## config.mk

```make
export PLATFORM = sky130hd
export DESIGN_NAME = nibble_serial_adder
export DESIGN_NICKNAME = d
export VERILOG_FILES = /design/src/rtl/nibble_adder_pkg.sv /design/src/rtl/ripple_adder_4.sv /design/src/rtl/nibble_serial_adder.sv
export SDC_FILE = /design/constraint.sdc
export NUM_CORES = 1
export LEC_CHECK = 0
export BUFFER_PORTS_ARGS = -buffer_cell sky130_fd_sc_hd__buf_2
export CAP_MARGIN = 20
export CELL_PAD_IN_SITES_DETAIL_PLACEMENT = 0
export CELL_PAD_IN_SITES_GLOBAL_PLACEMENT = 1
export CORE_UTILIZATION = 41
export DETAILED_ROUTE_END_ITERATION = 7
export HOLD_SLACK_MARGIN = 0.05
export PLACE_DENSITY = 0.8
export SLEW_MARGIN = 10
export SYNTH_ARGS = -nofsm -noshare
export SYNTH_HDL_FRONTEND = slang
export SYNTH_SLANG_ARGS = --single-unit
```

## constraint.sdc

```tcl
create_clock -name clk -period 3.3 [get_ports clk]
set_input_delay 0.66 -clock clk [delete_from_list [all_inputs] [get_ports clk]]
set_output_delay 0.66 -clock clk [all_outputs]
set_load 0.005 [all_outputs]
```

## src/rtl/nibble_adder_pkg.sv

```systemverilog
// ============================================================================
// nibble_adder_pkg -- shared types and constants for the nibble-serial adder.
// Rev 1.0 -- initial release
// ============================================================================
`default_nettype none

package nibble_adder_pkg;

  localparam int NIBBLE_W = 4;

  typedef enum logic [1:0] {
    IDLE = 2'd0,
    RUN  = 2'd1,
    DONE = 2'd2
  } state_e;

endpackage

`default_nettype wire

```

## src/rtl/ripple_adder_4.sv

```systemverilog
// ============================================================================
// ripple_adder_4 -- combinational 4-bit adder with carry-in and 5-bit result.
// Rev 1.0 -- initial release
// ============================================================================
`default_nettype none

module ripple_adder_4 (
  input  logic [3:0] a,
  input  logic [3:0] b,
  input  logic       ci,
  output logic [4:0] sum
);

  logic [4:0] carry;

  always_comb begin
    carry[0] = ci;
    for (int i = 0; i < 4; i++) begin
      sum[i]     = a[i] ^ b[i] ^ carry[i];
      carry[i+1] = (a[i] & b[i]) | (carry[i] & (a[i] ^ b[i]));
    end
    sum[4] = carry[4];
  end

endmodule

`default_nettype wire

```

## src/rtl/nibble_serial_adder.sv

```systemverilog
// ============================================================================
// nibble_serial_adder -- W-bit adder that processes one nibble per clock.
// Rev 1.0 -- initial release
// ============================================================================
`default_nettype none

module nibble_serial_adder
  import nibble_adder_pkg::*;
#(
  parameter int NIBBLES = 4
) (
  input  logic                          clk,
  input  logic                          rst_n,
  input  logic                          in_valid,
  output logic                          in_ready,
  input  logic [NIBBLE_W*NIBBLES-1:0]   a,
  input  logic [NIBBLE_W*NIBBLES-1:0]   b,
  input  logic                          ci,
  output logic                          out_valid,
  input  logic                          out_ready,
  output logic [NIBBLE_W*NIBBLES:0]     sum
);

  localparam int W     = NIBBLE_W * NIBBLES;
  localparam int IDX_W = $clog2(NIBBLES);
  localparam logic [IDX_W-1:0] LAST_IDX = IDX_W'(NIBBLES - 1);

  state_e           state_q,     state_d;
  logic [W-1:0]     a_q,         a_d;
  logic [W-1:0]     b_q,         b_d;
  logic             carry_q,     carry_d;
  logic [IDX_W-1:0] idx_q,       idx_d;
  logic [W:0]       sum_q,       sum_d;
  logic             in_ready_q,  in_ready_d;
  logic             out_valid_q, out_valid_d;

  logic [NIBBLE_W-1:0] nib_a;
  logic [NIBBLE_W-1:0] nib_b;
  logic [NIBBLE_W:0]   nib_sum;

  always_comb begin
    nib_a = a_q[idx_q*NIBBLE_W +: NIBBLE_W];
    nib_b = b_q[idx_q*NIBBLE_W +: NIBBLE_W];
  end

  ripple_adder_4 u_nibble_add (
    .a   (nib_a),
    .b   (nib_b),
    .ci  (carry_q),
    .sum (nib_sum)
  );

  always_comb begin
    state_d = state_q;
    a_d     = a_q;
    b_d     = b_q;
    carry_d = carry_q;
    idx_d   = idx_q;
    sum_d   = sum_q;

    case (state_q)
      IDLE: begin
        if (in_valid && in_ready_q) begin
          a_d     = a;
          b_d     = b;
          carry_d = ci;
          idx_d   = '0;
          sum_d   = '0;
          state_d = RUN;
        end
      end
      RUN: begin
        sum_d[idx_q*NIBBLE_W +: NIBBLE_W] = nib_sum[NIBBLE_W-1:0];
        carry_d = nib_sum[NIBBLE_W];
        // idx parks on the last nibble rather than wrapping
        if (idx_q == LAST_IDX) begin
          sum_d[W] = nib_sum[NIBBLE_W];
          state_d  = DONE;
        end else begin
          idx_d = idx_q + IDX_W'(1);
        end
      end
      DONE: begin
        if (out_ready) begin
          state_d = IDLE;
        end
      end
      default: begin
        state_d = IDLE;
      end
    endcase

    in_ready_d  = (state_d == IDLE);
    out_valid_d = (state_d == DONE);
  end

  always_ff @(posedge clk) begin
    if (!rst_n) begin
      state_q     <= IDLE;
      a_q         <= '0;
      b_q         <= '0;
      carry_q     <= 1'b0;
      idx_q       <= '0;
      sum_q       <= '0;
      in_ready_q  <= 1'b1;
      out_valid_q <= 1'b0;
    end else begin
      state_q     <= state_d;
      a_q         <= a_d;
      b_q         <= b_d;
      carry_q     <= carry_d;
      idx_q       <= idx_d;
      sum_q       <= sum_d;
      in_ready_q  <= in_ready_d;
      out_valid_q <= out_valid_d;
    end
  end

  assign in_ready  = in_ready_q;
  assign out_valid = out_valid_q;
  assign sum       = sum_q;

endmodule

`default_nettype wire

```

==> results.json, run 1 <==
{
  "cp-end-kind": "flop",
  "cts_sinks": 56,
  "fp-row-count": 28,
  "async_flop_share_pct": 0,
  "syn-num-nets": 318,
  "rsz0062_at_grt": "false",
  "final_max_slew_viol_count": 0,
  "synth_flop_cell": "dfxtp_1",
  "muxShareOfSynthArea_pct": 7.28,
  "ys.warnings.count": 0,
  "area_delta_synth_final_pct": 14.3,
  "drive_above_1_share_pct": 24.5,
  "start_util_pct": 43.3,
  "min_from": "b_q[3]$_SDFFE_PN0P_",
  "dpl.cell_count": 389,
  "wire_per_inst_um": 14.0,
  "startpoint": "idx_q[0]$_SDFFE_PN0P_",
  "synth_top_family_by_area": "compound AO/OA/AOI/OAI gates",
  "fp.dieH_um": 81.8,
  "cp.arrival_ps": 3110,
  "antenna_found_initial": 0,
  "timing.final.hold_violations": 0,
  "yosysMostFrequentCell": "nand2_1",
  "routed_wirelength_mm": 5.57,
  "gp_congestion": 0.786,
  "io_buffers": 55,
  "core_area_mm2": 0.00603,
  "drv_cap": 0,
  "cts-root-buf": "clkbuf_8",
  "seq_area_frac_synth_pct": 42.9,
  "total_power_w": 0.00134,
  "drtIter0Drc": 135,
  "cts.clk_slew.worst_paths_ps": 90,
  "setup_violations": 0,
  "chipWidth_um": 81.8,
  "cts-buffers-inserted": 5,
  "synth-edff-count": 0,
  "synthCells": 273,
  "synth-compound-area-share_pct": 19.6,
  "synth_xor_area_share_pct": 0,
  "post-cts-setup-buffers": 0,
  "yosysUniqueCellTypes": 39,
  "hold_buffers": 0,
  "fin_crit_sh_pct": 88.4,
  "grt_pass1_wl_mm": 9.38,
  "grt_pass1_vias": 1974,
  "htree_levels": 2,
  "grt_usage_pct": 18.5,
  "p_per_area_mw_per_mm2": 449,
  "avgSynthCellArea_um2": 9.57,
  "r2r-start": "idx_q[0]$_SDFFE_PN0P_",
  "crit_type": "reg -> reg",
  "drc": 0,
  "cts_resized": 0,
  "placed_area_mm2": 0.00289,
  "p_leak_nw": 1.22,
  "slew_headroom_pct": 58.8,
  "stdcell_count": 397,
  "dr.pass1.iters": 4,
  "grt_max_degree": 39,
  "ir_worst_vdd_uv": 196,
  "period_minus_slack_ps": 2920,
  "antenna_cells": 0,
  "status": "completed",
  "fin_nets": 366,
  "synthSimpleGateAreaFrac_pct": 19.0,
  "synth_area_leaders": "dfxtp_1 43%, nand2_1 11%, a21boi_1 9.5%",
  "cts_tree": "built",
  "required_ps": 3500,
  "final.fill_count": 598,
  "syn-cell-area_mm2": 0.00261,
  "synth_common_cells": "79 x nand2_1, 56 x dfxtp_1, 33 x a21boi_1, 10 x inv_1",
  "max_freq_mhz": 343,
  "ys_ff_latch": 56,
  "critPathLaunchType": "flop",
  "postRouteAntennaNets": 0,
  "vias": 2052,
  "grt_overflow": 0,
  "cts_buffer_depth": 2,
  "synth_top_area_cell": "dfxtp_1",
  "finClkSkew_ps": 8.62,
  "final_area_mm2": 0.00298,
  "hold_path.class": "reg -> reg",
  "die_area_mm2": 0.00669,
  "synthAdderAreaFrac_pct": 4.98,
  "ios": 56,
  "clock_latency_ps": 310,
  "via_per_inst": 5.17,
  "crit_fanout": 7,
  "worstMarginPinSlew_ps": 618,
  "dpl.hpwl_mm": 3.97,
  "fin_tns_setup_ps": 0,
  "synth_top_area_share_pct": 42.9
}
-- final cells by class --
class | instances | area, um2 | area share, %
multi-input combinational | 188 | 1330 | 44.5
timing repair buffer | 60 | 313 | 10.5
clock buffer | 8 | 90.1 | 3.02
tap | 75 | 93.8 | 3.14
inverter | 10 | 37.5 | 1.26
sequential | 56 | 1120 | 37.6
-- cell usage in the layout, fill, tap and decap left out, types with 2 or more instances in the layout --
master,instances
clkbuf_8,6
a21o_1,4
inv_1,10
and2_1,5
and4bb_1,2
a21oi_1,5
a21boi_0,3
o22ai_1,8
o211ai_1,3
nand2_1,79
a32o_1,8
fa_1,4
clkbuf_1,2
nand3_1,2
dfxtp_1,56
ha_1,4
a21boi_1,33
and4b_1,3
buf_2,55
buf_4,5
mux4_2,8
-- power breakdown --
part	switching, W	internal (W)
clock network	0.000210	0.000172
registers	0.0000279	0.000711
logic	0.000120	0.0000988
total	0.000358	0.000981
-- worst max-delay path, cell delays in order, from the launching register on --
cell and delay (ps):
dfxtp_1 580, mux4_2 560, inv_1 90, fa_1 180, fa_1 160, inv_1 40
fa_1 370, fa_1 420, and2_1 180, o211ai_1 150, mux2i_1 90
-- kinds of logic (layout without fill, tap and decap cells) --
family                   count (synthesis)  after routing
AO/OA/AOI/OAI                           68             68
AND/OR/NAND/NOR                        103            103
flip-flops                              56             56
adder cells (fa/ha/maj)                  8              8
multiplexers                             9              9
buffers and inverters                   29             78
-- worst paths after layout --
check	cells after the start	endpoint	slack [ps]
setup / recovery	10	sum[16]$_SDFFE_PN0P_	380
hold / removal	2	b_q[3]$_SDFFE_PN0P_	460
setup reg to reg	10	sum[16]$_SDFFE_PN0P_	380
hold reg to reg	2	b_q[3]$_SDFFE_PN0P_	460
-- layer usage --
layer	vias up	wire length (um)	part of all wire (%)	track usage [%]
met5	-	0	0	0
met4	0	58	1.0	4.74
met3	6	206	3.7	3.33
met2	44	2610	47	30.4
met1	954	2690	48	25.0
li1	1048	-	-	-
-- per-stage QoR --
stage | util (%) | hold WS [ps] | setup slack, ps
6_report | 49.5 | 458 | 384
5_1_grt | 49.5 | 477 | 163
4_1_cts | 49.5 | 460 | 348
3_5_place_dp | 48.0 | 446 | 365
3_3_place_gp | 48.0 | 444 | 443
2_1_floorplan | - | 432 | 593
-- registers in the layout, summed over array words and instances (netlist names) --
name / flops
state_q: 2
idx_q: 2
in_ready: 1
carry_q: 1
sum: 17
out_valid: 1
b_q: 16
a_q: 16
Power figures use the tool's default switching activity.
==> inputs of run 2 (changes only) <==
--- a/config.mk
+++ b/config.mk
@@ -9,11 +9,12 @@
 export CAP_MARGIN = 20
 export CELL_PAD_IN_SITES_DETAIL_PLACEMENT = 0
 export CELL_PAD_IN_SITES_GLOBAL_PLACEMENT = 1
-export CORE_UTILIZATION = 41
+export CORE_UTILIZATION = 40
 export DETAILED_ROUTE_END_ITERATION = 7
 export HOLD_SLACK_MARGIN = 0.05
 export PLACE_DENSITY = 0.8
 export SLEW_MARGIN = 10
 export SYNTH_ARGS = -nofsm -noshare
 export SYNTH_HDL_FRONTEND = slang
+export SYNTH_HIERARCHICAL = 1
 export SYNTH_SLANG_ARGS = --single-unit
==> run 2 against run 1 <==
Effect of this change: clock-buffer cell count shrank 3; clock power increased by 21%; core utilization increased by 0.11 points; cell count up 2.5%; clock skew hardly changed; worst setup slack got worse by 150 ps; global-route usage is 0.36 points lower; critical path depth rose by 2; combinational power up 4%; non-clock buffer count unchanged; largest power group unchanged.
==> results.json, run 2 <==
{
  "status": "completed",
  "cp.arrival_ps": 3270,
  "synth_top_area_share_pct": 43.7,
  "final_cell_mix": "88 x nand2_1, 56 x dfxtp_1, 55 x buf_2",
  "cts_sinks": 56,
  "worstMarginPinSlew_ps": 625,
  "hold_buffers": 0,
  "cts.clk_slew.worst_paths_ps": 110,
  "critPathSlowestCell": "mux4_2",
  "timing.final.hold_violations": 0,
  "ir_worst_vdd_uv": 239,
  "final_max_slew_viol_count": 0,
  "die_area_mm2": 0.00673,
  "grt_usage_pct": 18.2,
  "dr.pass1.iters": 4,
  "synth_top_area_cell": "dfxtp_1",
  "clock_latency_ps": 310,
  "synth_area_leaders": "dfxtp_1 44%, nand2_1 13%, a21boi_0 11%",
  "synthCells": 285,
  "max_freq_mhz": 327,
  "vias": 2083,
  "path_cells": "mux4_2 -> fa_1 -> inv_1 -> fa_1 -> inv_1 -> fa_1 -> inv_1 -> fa_1 -> inv_1 -> or2b_1 -> o311a_1 -> o221a_1",
  "finClkSkew_ps": 9.04,
  "start_util_pct": 42.3,
  "io_buffers": 55,
  "period_minus_slack_ps": 3060,
  "setup_violations": 0,
  "synth_flop_cell": "dfxtp_1",
  "fp-row-count": 28,
  "crit_family": "adder cells",
  "async_flop_share_pct": 0,
  "yosysMostFrequentCell": "nand2_1",
  "chipWidth_um": 82.0,
  "dpl.cell_count": 399,
  "p_per_area_mw_per_mm2": 476,
  "fp.dieH_um": 82.0,
  "routed_wirelength_mm": 5.46,
  "ys_ff_latch": 56,
  "seq_area_frac_synth_pct": 43.7,
  "syn-cell-area_mm2": 0.00256,
  "grt_pass1_wl_mm": 9.30,
  "drive_above_1_share_pct": 24.4,
  "via_per_inst": 5.12,
  "cts_tree": "built",
  "drtIter0Drc": 117,
  "wire_per_inst_um": 13.4,
  "cts-root-buf": "clkbuf_8",
  "drc": 0,
  "avgSynthCellArea_um2": 8.99,
  "crit_type": "reg -> reg",
  "htree_levels": 2,
  "cp.buffers_inverters": 4,
  "crit_fanout": 5,
  "cts-buffers-inserted": 5,
  "synth-edff-count": 0,
  "cts_buffer_depth": 2,
  "area_delta_synth_final_pct": 17.4,
  "ios": 56,
  "yosysUniqueCellTypes": 36,
  "stdcell_count": 407,
  "hold_path.class": "reg -> reg",
  "final_util_pct": 49.6,
  "synth_common_cells": "88 x nand2_1, 56 x dfxtp_1, 36 x a21boi_0, 13 x clkbuf_1, 12 x inv_1",
  "post-cts-setup-buffers": 0,
  "ys.warnings.count": 6,
  "cp-end-kind": "flop",
  "antenna_found_initial": 0,
  "critPathLaunchType": "flop",
  "required_ps": 3510,
  "grt_pass1_vias": 1984,
  "hold_ws_ps": 460,
  "core_area_mm2": 0.00606,
  "fin_nets": 377,
  "gp_congestion": 0.742,
  "cts_resized": 0,
  "syn-num-nets": 331,
  "grt_overflow": 0,
  "rsz0062_at_grt": "false",
  "fin_crit_sh_pct": 92.8,
  "dpl.hpwl_mm": 3.94,
  "p_leak_nw": 1.21,
  "slowest_delay_ps": 570,
  "slew_headroom_pct": 58.3,
  "drv_cap": 0,
  "layout_commonest_cell": "nand2_1",
  "antenna_cells": 0,
  "largest_reg_flops": 17,
  "postRouteAntennaNets": 0,
  "fin_tns_setup_ps": 0,
  "grt_max_degree": 39
}
## run 2: logic make-up after synthesis
logic type | after synthesis | share of synthesized area [%]
AND/OR/NAND/NOR | 118 | 20.9
AO/OA/AOI/OAI | 61 | 17.4
flip-flops | 56 | 43.8
buffers and inverters | 33 | 5.32
adder cells (fa/ha/maj) | 9 | 5.57
multiplexers | 8 | 7.03
## run 2: worst reg2reg max path, stage by stage (launching register included)
cell	delay (ps)
dfxtp_1	500
mux4_2	570
fa_1	430
inv_1	70
fa_1	150
inv_1	50
fa_1	350
inv_1	70
fa_1	160
inv_1	50
or2b_1	210
o311a_1	120
o221a_1	230
## run 2: final timing paths
kind	startpoint	endpoint	slack, ps	cells after the start
worst min register to register	sum[9]$_SDFFE_PN0P_	sum[9]$_SDFFE_PN0P_	460	2
worst min-delay path	sum[9]$_SDFFE_PN0P_	sum[9]$_SDFFE_PN0P_	460	2
worst max register to register	idx_q[0]$_SDFFE_PN0P_	sum[16]$_SDFFE_PN0P_	240	12
worst max-delay path	idx_q[0]$_SDFFE_PN0P_	sum[16]$_SDFFE_PN0P_	240	12
## run 2: power breakdown
| part | switching (W) | internal, W |
|---|---|---|
| Clock | 0.000234 | 0.000229 |
| Sequential | 0.0000276 | 0.000713 |
| Combinational | 0.000128 | 0.000100 |
| Total | 0.000389 | 0.00104 |
## run 2: cell type report
type	instances	area, um2
clock inverters	3	46.3
multi-input cells	196	1320
flip-flops and latches	56	1120
clock buffers	5	68.8
inverters	12	45.0
well taps	75	93.8
fillers	619	3050
repair buffers	60	313
## run 2: through the flow
step,setup WS [ps],area [um2],power (W)
after floorplan,170,2560,0.000911
after CTS,223,3010,0.00144
after detailed placement,241,2890,0.000986
after global routing,13.9,3010,0.00151
final,238,3010,0.00143
after global placement,287,2890,0.000984
## run 2: routing by layer
layer,vias up,global-route usage (%),share of wire [%],wire length [um]
li1,1064,-,-,-
met1,969,24.6,51,2760
met2,48,28.6,45,2480
met3,2,4.44,3.6,196
met4,0,4.91,0.42,23
met5,-,0,0,0
==> inputs of run 3 (changes only) <==
==> constraint.sdc (replaced) <==
create_clock -name clk -period 2.9 [get_ports clk]
set_input_delay 0.58 -clock clk [delete_from_list [all_inputs] [get_ports clk]]
set_output_delay 0.58 -clock clk [all_outputs]
set_load 0.005 [all_outputs]
==> run 3 against run 2 <==
Effect of this change: global-route usage fell by 0.32 points; maximum frequency increased by 8.8%; highest routed layer unchanged; via count shrank 1.7%; clock-buffer cell count stayed put; worst setup slack lost 150 ps; critical path depth unchanged.
==> results.json, run 3 (same netlist as run 2, synthesis figures left out) <==
{
  "status": "completed",
  "cp.arrival_ps": 3030,
  "period_minus_slack_ps": 2810,
  "grt_usage_pct": 17.8,
  "crit_type": "reg -> reg",
  "io_buffers": 55,
  "drtIter0Drc": 132,
  "clock_latency_ps": 310,
  "dpl.cell_count": 401,
  "ios": 56,
  "crit_fanout": 4,
  "cp-end-kind": "flop",
  "drc": 0,
  "vias": 2048,
  "fin_tns_setup_ps": 0,
  "p_per_area_mw_per_mm2": 538,
  "slew_headroom_pct": 62.7,
  "dpl.hpwl_mm": 3.88,
  "start_util_pct": 42.3,
  "chipWidth_um": 82.0,
  "required_ps": 3120,
  "via_per_inst": 5.01,
  "cts-root-buf": "clkbuf_8",
  "p_leak_nw": 1.22,
  "die_area_mm2": 0.00673,
  "hold_path.class": "reg -> reg",
  "grt_pass1_wl_mm": 9.06,
  "antenna_cells": 0,
  "max_freq_mhz": 355,
  "drive_above_1_share_pct": 27.2,
  "final_util_pct": 50.2,
  "cts-buffers-inserted": 5,
  "cts_resized": 0,
  "finClkSkew_ps": 6.53,
  "final_max_slew_viol_count": 0,
  "grt_max_degree": 39,
  "hold_buffers": 0,
  "routed_wirelength_mm": 5.31,
  "hold_ws_ps": 457,
  "cts_sinks": 56,
  "cts_buffer_depth": 2,
  "fin_crit_sh_pct": 97.0,
  "rsz0062_at_grt": "true",
  "grt_overflow": 0,
  "antenna_found_initial": 0,
  "timing.final.hold_violations": 0,
  "critPathLaunchType": "flop",
  "stdcell_count": 409,
  "cts.clk_slew.worst_paths_ps": 100,
  "post-cts-setup-buffers": 0,
  "fp.dieH_um": 82.0,
  "area_delta_synth_final_pct": 18.7,
  "final.fill_count": 602,
  "drv_cap": 0,
  "postRouteAntennaNets": 0,
  "fp-row-count": 28,
  "layout_commonest_cell": "nand2_1",
  "dr.pass1.iters": 4,
  "cts_tree": "built",
  "fin_nets": 379,
  "ir_worst_vdd_uv": 268,
  "gp_congestion": 0.811,
  "worstMarginPinSlew_ps": 560,
  "htree_levels": 2,
  "grt_pass1_vias": 1931,
  "largest_reg_flops": 17,
  "core_area_mm2": 0.00606,
  "total_power_w": 0.00164,
  "final_cell_mix": "88 x nand2_1, 55 x dfxtp_1, 55 x buf_2",
  "setup_violations": 0,
  "wire_per_inst_um": 13.0
}
-- run 3: cell types whose count changed in the layout (fill, tap and decap cells not counted), moves of 2 or more --
| cell | change |
|---|---|
| inv_2 | +3 |
| fa_2 | +3 |
| fa_1 | -3 |
| buf_4 | +2 |
| inv_1 | -3 |
-- run 3: critical path: stages (launching register included) --
cell and delay (ps):
dfxtp_4 380, mux4_2 520, fa_2 390, inv_2 60, fa_1 150, inv_1 50, fa_2 330, inv_2 60
fa_2 170, inv_1 50, or2b_1 210, o311a_1 120, o221a_1 230
-- run 3: power by group --
| group | total [W] | internal (W) | switching (W) |
|---|---|---|---|
| logic | 0.000267 | 0.000119 | 0.000148 |
| registers | 0.000840 | 0.000811 | 0.0000288 |
| clock network | 0.000528 | 0.000261 | 0.000268 |
| total | 0.00164 | 0.00119 | 0.000444 |
-- run 3: layout make-up --
cell class,count,area (um2),share of cell area [%]
clock buffer,5,68.8,2.26
multi-input combinational,196,1330,43.9
tap,75,93.8,3.09
clock inverter,3,46.3,1.52
timing repair buffer,62,328,10.8
sequential,56,1120,37.0
inverter,12,45.0,1.48
-- run 3: metrics by stage --
step	setup slack [ps]	instance area (um2)
floorplan	-33.8	2580
global placement	66.0	2910
detailed placement	40.9	2910
CTS	23.7	3030
global route	-59.6	3040
finish	86.6	3040
-- run 3: path summary, 6_finish.rpt --
kind | from | end | slack, ps | cells after the start
max | idx_q[0]$_SDFFE_PN0P_ | sum[16]$_SDFFE_PN0P_ | 90 | 12
min | sum[4]$_SDFFE_PN0P_ | sum[4]$_SDFFE_PN0P_ | 460 | 2
max reg2reg | idx_q[0]$_SDFFE_PN0P_ | sum[16]$_SDFFE_PN0P_ | 90 | 12
min reg2reg | sum[4]$_SDFFE_PN0P_ | sum[4]$_SDFFE_PN0P_ | 460 | 2
-- run 3: layer usage --
| layer | track usage [%] | up-vias | routed length (um) | share of wire (%) |
|---|---|---|---|---|
| li1 | - | 1062 | - | - |
| met1 | 24.4 | 938 | 2650 | 50 |
| met2 | 28.3 | 41 | 2410 | 45 |
| met3 | 3.11 | 7 | 176 | 3.3 |
| met4 | 5.79 | 0 | 72 | 1.4 |
| met5 | 0 | - | 0 | 0 |
